$ cat src/rtl/uart_rx.sv
// uart_rx: 8N1 receiver feeding the program loader from the raw rx pin.
// Oversamples on the board clock and hands bytes over with valid/ack.
module uart_rx #(
   parameter int CLKS_PER_BIT = 104
) (
   input  logic       clk,
   input  logic       n_reset,
   input  logic       rx,
   output logic [7:0] data,
   output logic       valid,
   input  logic       ack,
   output logic       frame_err,
   output logic       overrun,
   output logic       busy
);

   localparam int CNT_W = $clog2(CLKS_PER_BIT);
   localparam logic [CNT_W-1:0] HALF_M1 = CNT_W'(CLKS_PER_BIT / 2 - 1);
   localparam logic [CNT_W-1:0] BIT_M1  = CNT_W'(CLKS_PER_BIT - 1);

   typedef enum logic [2:0] {
      IDLE,
      START,
      DATA,
      STOP,
      BRK
   } state_t;

   state_t           state_q, state_d;
   logic             meta_q, meta_d;
   logic             rxs_q, rxs_d;
   logic             rxp_q, rxp_d;
   logic [CNT_W-1:0] cnt_q, cnt_d;
   logic [2:0]       idx_q, idx_d;
   logic [7:0]       shift_q, shift_d;
   logic [7:0]       data_q, data_d;
   logic             valid_q, valid_d;
   logic             ferr_q, ferr_d;
   logic             ovr_q, ovr_d;
   logic             busy_q, busy_d;
   logic             bit_end;

   always_comb begin
      meta_d  = rx;
      rxs_d   = meta_q;
      rxp_d   = rxs_q;
      state_d = state_q;
      cnt_d   = cnt_q;
      idx_d   = idx_q;
      shift_d = shift_q;
      data_d  = data_q;
      valid_d = valid_q & ~ack;
      ferr_d  = 1'b0;
      ovr_d   = 1'b0;
      bit_end = (cnt_q == BIT_M1);

      unique case (state_q)
         IDLE: begin
            if (rxp_q && !rxs_q) begin
               state_d = START;
               cnt_d   = '0;
            end
         end
         START: begin
            if (cnt_q == HALF_M1) begin
               cnt_d = '0;
               idx_d = '0;
               state_d = rxs_q ? IDLE : DATA;
            end else begin
               cnt_d = cnt_q + CNT_W'(1);
            end
         end
         DATA: begin
            if (bit_end) begin
               shift_d = {rxs_q, shift_q[7:1]};
               cnt_d   = '0;
               idx_d   = idx_q + 3'd1;
               if (idx_q == 3'd7) begin
                  state_d = STOP;
               end
            end else begin
               cnt_d = cnt_q + CNT_W'(1);
            end
         end
         STOP: begin
            if (bit_end) begin
               cnt_d = '0;
               if (rxs_q) begin
                  state_d = IDLE;
                  data_d  = shift_q;
                  valid_d = 1'b1;
                  // an ack landing on the same edge frees the slot in time
                  ovr_d   = valid_q & ~ack;
               end else begin
                  state_d = BRK;
                  ferr_d  = 1'b1;
               end
            end else begin
               cnt_d = cnt_q + CNT_W'(1);
            end
         end
         BRK: begin
            if (rxs_q) begin
               state_d = IDLE;
            end
         end
         default: begin
            state_d = IDLE;
         end
      endcase

      busy_d = (state_d != IDLE);
   end

   always_ff @(posedge clk) begin
      if (!n_reset) begin
         state_q <= IDLE;
         meta_q  <= 1'b1;
         rxs_q   <= 1'b1;
         rxp_q   <= 1'b1;
         cnt_q   <= '0;
         idx_q   <= '0;
         shift_q <= '0;
         data_q  <= '0;
         valid_q <= 1'b0;
         ferr_q  <= 1'b0;
         ovr_q   <= 1'b0;
         busy_q  <= 1'b0;
      end else begin
         state_q <= state_d;
         meta_q  <= meta_d;
         rxs_q   <= rxs_d;
         rxp_q   <= rxp_d;
         cnt_q   <= cnt_d;
         idx_q   <= idx_d;
         shift_q <= shift_d;
         data_q  <= data_d;
         valid_q <= valid_d;
         ferr_q  <= ferr_d;
         ovr_q   <= ovr_d;
         busy_q  <= busy_d;
      end
   end

   assign data      = data_q;
   assign valid     = valid_q;
   assign frame_err = ferr_q;
   assign overrun   = ovr_q;
   assign busy      = busy_q;

endmodule

$ cat config.mk
export PLATFORM = sky130hd
export DESIGN_NAME = uart_rx
export DESIGN_NICKNAME = d
export VERILOG_FILES = /design/src/rtl/uart_rx.sv
export SDC_FILE = /design/constraint.sdc
export NUM_CORES = 1
export LEC_CHECK = 0
export ABC_AREA = 1
export BUFFER_PORTS_ARGS = -buffer_cell sky130_fd_sc_hd__buf_2
export CORE_ASPECT_RATIO = 1.2
export CORE_MARGIN = 2
export CORE_UTILIZATION = 25
export CTS_BUF_LIST = sky130_fd_sc_hd__clkbuf_16
export DETAILED_ROUTE_END_ITERATION = 16
export REMOVE_ABC_BUFFERS = 1
export SLEW_MARGIN = 20
export SYNTH_ARGS = -nofsm -noshare
export SYNTH_HDL_FRONTEND = slang
export SYNTH_SLANG_ARGS = --single-unit
$ cat constraint.sdc
create_clock -name clk -period 1.7 [get_ports clk]
set_clock_uncertainty 0.15 [all_clocks]
set_input_delay 0.085 -clock clk [delete_from_list [all_inputs] [get_ports clk]]
set_output_delay 0.085 -clock clk [all_outputs]
set_load 0.02 [all_outputs]
Yosys cells after proc, flatten, opt, wreduce, memory -nomap -nowiden:

Index checks and enable logic that the tools add are counted.

* bits in registers: 36
* input port bits: 4
* output and inout port bits: 12
* word-level logic and storage cells: 59

* add/subtract/negate cells: 2
* eq/ne operators: 10
* mux-type cells: 20
* bitwise logic cells: 2
* reduce and logical (&&, ||, !) cells: 13

Operators by type and width (number)
* 3-bit 2-to-1 mux: 9
* 7-bit 2-to-1 mux: 3
* 7-bit one-hot mux with 3 select lines: 1
* 3-bit one-hot mux with 5 select lines: 1
* 3-bit AND reduction: 3
* 7-bit by 1-bit adder with 7-bit output, second input constant: 1
* 7-bit by 6-bit == test with 1-bit output, second input constant: 1
* 7-bit == test, second input constant: 1
* 3-bit by 2-bit == test with 1-bit output, second input constant: 2
* 3-bit == test, second input constant: 2
* 2-bit inequality test, second input constant: 3
* 3-bit one-hot mux with 2 select lines: 1
* 3-bit nonzero test: 2
* 1-bit 2-to-1 mux: 4
* 2-bit AND reduction: 2
* 4-bit AND reduction: 1
* 3-bit by 1-bit adder with 3-bit output, second input constant: 1
* 3-bit by 1-bit == test with 1-bit output, second input constant: 1
* 3-bit zero test: 1
* 2-bit 2-to-1 mux: 1
* 2-bit nonzero test: 1
* 2-bit OR reduction: 1
* 1-bit AND: 1
* 1-bit logical AND: 1
* 2 further kinds: 2

Longest topological paths before layout:

* word-level depth: 5
* depth in mapped cells: 10
* depth with buffers taken out: 10

Worst setup path after synthesis:

Ideal clock, no wire load.

* kind: flip-flop to flip-flop
* start: reg cnt_q[0]
* end: reg busy_q (netlist: busy)
* library setup time: 117 ps
* data arrival time: 1237 ps
* setup slack: 196 ps
* stages on the path, launching flop included: 9
* buffers on the path: 0
* clock period less this slack: 1504 ps
* cells stage by stage: dfxtp_1 -> ha_1 -> inv_1 -> nor2_2 -> nand3_2 -> nand2_1 -> nand3_1 -> o21ai_1 -> nand2_1

* longest elaborated chain between the ends: 4
* elaborated cells between the ends (all ways): 7
* those cells by class: eq/ne: 2; mux: 4; reduce/logical: 1

RTL lines
* start, declared: RTL line 33 `logic [CNT_W-1:0] cnt_q, cnt_d;`
* start signal, assigned: RTL line 134 `cnt_q <= cnt_d;`
* 7-bit == test / 7-bit by 6-bit == test with 1-bit output (equally long branches): RTL line 55, 65
* 3-bit 2-to-1 mux (on tied branches): RTL line 86, 65, 74
* 3-bit one-hot mux with 5 select lines *: RTL line 57 `unique case (state_q)`
* 3-bit nonzero test *: RTL line 112 `busy_d = (state_d != IDLE);`
* end signal, assigned: RTL line 141 `busy_q <= busy_d;`
* end, declared: RTL line 40 `logic busy_q, busy_d;`

Mark *: on every way between the ends. The rest lies on a longest branch, timed or not.
A chain may end at the register's enable or synchronous reset.

Final worst setup path:

* start: reg cnt_q[5]
* end: reg data_q[0] (netlist: data[0])

* longest elaborated chain between the ends: 2

RTL lines
* 7-bit == test: RTL line 55 `bit_end = (cnt_q == BIT_M1);`
* 3-bit AND reduction (no line)
* end signal, assigned: RTL line 137 `data_q <= data_d;`
* end, declared: RTL line 36 `logic [7:0] data_q, data_d;`

No other way between the ends.

==> flow_summary.html <==
<table>
<tr><th>Metric</th><th>Value</th></tr>
<tr><th colspan="2">Finish</th></tr>
<tr><td>Syn-to-layout area delta</td><td>24.44%</td></tr>
<tr><td>Diode count</td><td>0</td></tr>
<tr><td>Number of nets at the end of the flow</td><td>between 200 and 250</td></tr>
<tr><td>Utilization after layout</td><td>0.3232</td></tr>
<tr><td>Fill cells</td><td>between 600 and 700</td></tr>
<tr><td>Fraction of layout cells with a size suffix above 1</td><td>0.1736</td></tr>
<tr><td>Commonest non-fill, non-tap cells in the layout</td><td>nand2_1, nor2_1, dfxtp_1, inv_1, o21ai_0</td></tr>
<tr><th colspan="2">Power and ir drop</th></tr>
<tr><td>Static power due to leakage</td><td>roughly 0.89 nW</td></tr>
<tr><td>Max rail drop VDD</td><td>0.0003770 V</td></tr>
<tr><td>Power density over the cells</td><td>approximately 1000 nW/um^2</td></tr>
<tr><th colspan="2">Clocking</th></tr>
<tr><td>Number of sinks handled by clock tree synthesis</td><td>36</td></tr>
<tr><td>Clock-pin slew on the worst setup and hold paths</td><td>0.06 ns</td></tr>
<tr><td>Clk root buf</td><td>clkbuf_16</td></tr>
<tr><td>Number of post-CTS setup repair buffers</td><td>0</td></tr>
<tr><td>Clock network latency to the later pin of the worst-skew pair</td><td>0.28 ns</td></tr>
<tr><td>Clock tree from TritonCTS</td><td>built</td></tr>
<tr><td>Largest buffer count on any clock path</td><td>2</td></tr>
<tr><td>Number of H-tree levels</td><td>2</td></tr>
<tr><td>TritonCTS Buffers</td><td>5</td></tr>
<tr><th colspan="2">Global route</th></tr>
<tr><td>Gr ovfl total</td><td>0</td></tr>
<tr><td>Number of global-route vias before repair</td><td>roughly 1,300</td></tr>
<tr><td>Global-route total usage across every layer</td><td>0.09700</td></tr>
<tr><td>Maximum number of pins on one net before global-route repair</td><td>25</td></tr>
<tr><td>Antenna violations before repair</td><td>0</td></tr>
<tr><td>Global-route wire length before repair</td><td>~5.3 mm</td></tr>
<tr><th colspan="2">Setup path</th></tr>
<tr><td>Worst-path cell chain</td><td>inv_2 &gt; nor2_4 &gt; nand2_2 &gt; nor2_4 &gt; nand3_4 &gt; o21ai_0 &gt; a21oi_1</td></tr>
<tr><td>Cell mode on critical path</td><td>nor2_4</td></tr>
<tr><td>Flop-to-flop setup slack</td><td>approximately 0.18 ns</td></tr>
<tr><td>Worst flop-to-flop path endpoint</td><td>data[0]</td></tr>
<tr><td>Critical path required time</td><td>1.71 ns</td></tr>
<tr><td>Launching element type of the critical path</td><td>flop</td></tr>
<tr><td>Highest fanout seen on the critical path</td><td>18</td></tr>
<tr><td>Arrival time of data at the critical path endpoint</td><td>approximately 1.5 ns</td></tr>
<tr><td>Path depth of the worst reg2reg path</td><td>7</td></tr>
<tr><td>CP Class</td><td>flop to flop</td></tr>
<tr><td>Slowest stage delay, CP</td><td>around 0.43 ns</td></tr>
<tr><td>Critical R2R Launch</td><td>cnt_q[5]</td></tr>
<tr><td>Setup crit end kind</td><td>flop</td></tr>
<tr><td>Cell with the biggest individual delay on the critical path</td><td>dfxtp_1</td></tr>
<tr><th colspan="2">Timing</th></tr>
<tr><td>Timing-limited maximum frequency</td><td>about 660 MHz</td></tr>
<tr><td>Transition time of the tightest slew-check pin</td><td>approximately 0.36 ns</td></tr>
<tr><td>Time the final worst path needs with I/O delays and setup</td><td>about 1.5 ns</td></tr>
<tr><td>Final hold violation count</td><td>0</td></tr>
<tr><td>Worst path setup slack after routing</td><td>approximately 0.18 ns</td></tr>
<tr><td>Share of the clock period used by the worst path after layout</td><td>0.8952</td></tr>
<tr><td>Relative slew margins</td><td>0.7593</td></tr>
<tr><td>WHS</td><td>between 0.08 and 0.09 ns</td></tr>
<tr><td>Final max-slew violation count</td><td>0</td></tr>
<tr><td>Post-route setup TNS</td><td>0 ns</td></tr>
<tr><td>Unrepaired setup endpoints after global routing</td><td>yes</td></tr>
<tr><td>Total setup violations reported at the end of the flow</td><td>0</td></tr>
<tr><th colspan="2">Drt</th></tr>
<tr><td>Number of detailed-routing iterations run before antenna repair</td><td>4</td></tr>
<tr><td>DR vias</td><td>around 1,400</td></tr>
<tr><td>Antenna Nets Post-Route</td><td>0</td></tr>
<tr><td>Number of DRC violations after detailed routing</td><td>0</td></tr>
<tr><td>Final wirelength</td><td>about 3.0 mm</td></tr>
<tr><td>Vias per inst</td><td>~4.2</td></tr>
<tr><td>1st-iter DRT viols</td><td>45</td></tr>
<tr><td>Per-cell routed wire length</td><td>9.259 um</td></tr>
<tr><th colspan="2">Floorplan</th></tr>
<tr><td>Core ar.</td><td>between 6000 and 7000 um^2</td></tr>
<tr><td>Die Height</td><td>roughly 91 um</td></tr>
<tr><td>Die area</td><td>6939 um^2</td></tr>
<tr><td>Ports</td><td>16</td></tr>
<tr><td>Initial core utilization</td><td>0.2597</td></tr>
<tr><td>Std-Cell Rows</td><td>31</td></tr>
<tr><td>Die boundary width</td><td>approximately 76 um</td></tr>
<tr><th colspan="2">Hold path</th></tr>
<tr><td>Cell depth of the worst hold path</td><td>3</td></tr>
<tr><td>Hold path startpoint</td><td>n_reset</td></tr>
<tr><td>Hold-critical path endpoint</td><td>cnt_q[5]</td></tr>
<tr><td>Path category of the worst min-delay check</td><td>input port to flop</td></tr>
<tr><th colspan="2">Synth</th></tr>
<tr><td>Sequential area share after synthesis</td><td>0.4586</td></tr>
<tr><td>Warning count from the yosys run</td><td>0</td></tr>
<tr><td>Combined area of all synthesized cells</td><td>about 1600 um^2</td></tr>
<tr><td>Distinct cell type count of the synthesized netlist</td><td>21</td></tr>
<tr><td>Yosys reg bits</td><td>36</td></tr>
<tr><td>Synthesized instance count</td><td>between 200 and 250</td></tr>
<tr><td>Mapped Avg Cell Area</td><td>7.242 um^2</td></tr>
<tr><th colspan="2">Flow run</th></tr>
<tr><td>Reported max-cap violation count</td><td>0</td></tr>
<tr><th colspan="2">Place</th></tr>
<tr><td>DP HPWL</td><td>roughly 2.2 mm</td></tr>
<tr><td>DP Worst Slack</td><td>just under 0.06 ns</td></tr>
<tr><td>Weighted congestion reported at the end of routability-driven placement</td><td>roughly 0.87</td></tr>
<tr><td>Quantity of I/O buffers inserted on ports</td><td>15</td></tr>
<tr><th colspan="2">Outcome</th></tr>
<tr><td>Status</td><td>completed</td></tr>
</table>
==> repair_timing <==
item / in CTS / in global routing
endpoints found under the setup margin: 0 / 25
hold endpoints to repair: 3 / 0
gates resized for setup: 0 / 5
hold buffers: 2 / 0
==> registers in the layout, summed over array words and instances (netlist names) <==
signal	cells
meta_q	1
overrun	1
idx_q	3
frame_err	1
shift_q	8
data	8
busy	1
valid	1
state_q	3
rxp_q	1
cnt_q	7
rxp_d	1
==> cell usage after synthesis <==
cell / instances / area, um^2
nand2_1: 39 / 146.4
nor2_1: 39 / 146.4
dfxtp_1: 36 / 720.7
inv_1: 30 / 112.6
o21ai_0: 22 / 110.1
a21oi_1: 15 / 75.07
nand3_1: 13 / 65.06
ha_1: 3 / 37.54
nor2_4: 3 / 33.78
buf_6: 2 / 22.52
clkbuf_1: 2 / 7.510
nand2_2: 2 / 12.51
o21ai_1: 2 / 10.01
or2_2: 2 / 12.51
inv_2: 1 / 3.750
nand3_2: 1 / 10.01
nand3_4: 1 / 17.52
nand3b_1: 1 / 7.510
nand4_1: 1 / 6.260
nor2_2: 1 / 6.260
o21bai_1: 1 / 7.510
==> power breakdown <==
part           leakage [nW]  switching, mW  internal, mW
Combinational         0.516         0.0412        0.0240
Clock                0.0798          0.339         0.688
Sequential            0.292        0.00535         0.852
Total                 0.888          0.386          1.56
==> routing by layer <==
metal  part of all wire  vias up  track usage
li1                   -      734            -
met1               0.47      608       0.1051
met2               0.48       22       0.1615
met3              0.045        2      0.04000
met4             0.0097        0      0.05000
met5                  0        -            0
==> area by class of cell <==
| type | instances | area [um^2] | share of cell area |
|---|---|---|---|
| Inverter | 31 | 116.4 | 0.05950 |
| Clock buffer | 5 | 125.1 | 0.06398 |
| Tap cell | 82 | 102.6 | 0.05246 |
| Multi-Input combinational cell | 146 | 720.7 | 0.3685 |
| Timing Repair Buffer | 21 | 125.1 | 0.06398 |
| Clock inverter | 3 | 42.54 | 0.02175 |
| Sequential cell | 36 | 723.2 | 0.3698 |
==> cells by family (layout without fill, tap and decap cells) <==
group / Yosys count / count (layout) / share of synthesized area
fa+ha+maj: 3 / 3 / 0.02389
flops: 36 / 36 / 0.4586
buf+inv: 35 / 60 / 0.09315
compound gates: 40 / 40 / 0.1290
simple gates: 103 / 103 / 0.2954
==> critical path: cells and delay by family, from the launching register on <==
kind,cells,cell delay [ns]
AOI/OAI and AO/OA,2,0.25
buffers and inverters,1,0.09
DFF,1,0.43
and+or+nand+nor,4,0.47
==> metrics by stage <==
step           instances  instance area (um^2)  power, mW
2_1_floorplan        213                  1541     0.9095
3_5_place_dp         314                  1749     0.9353
4_1_cts              324                  1937      1.985
3_3_place_gp         314                  1749     0.9353
5_1_grt              324                  1956      2.020
6_report             324                  1956      1.949
==> worst max path at each step <==
stage | to | start | depth (start not counted) | slack, ns
floorplan | idx_q[0] | cnt_q[0] | 8 | 0.18
global placement | data[0] | cnt_q[0] | 6 | 0.11
detailed placement | busy | cnt_q[0] | 8 | 0.06
CTS | busy | cnt_q[0] | 8 | 0.05
global route | data[2] | cnt_q[5] | 7 | -0.01
finish | data[0] | cnt_q[5] | 7 | 0.18
Note: power is estimated with default switching activity, not from simulation.
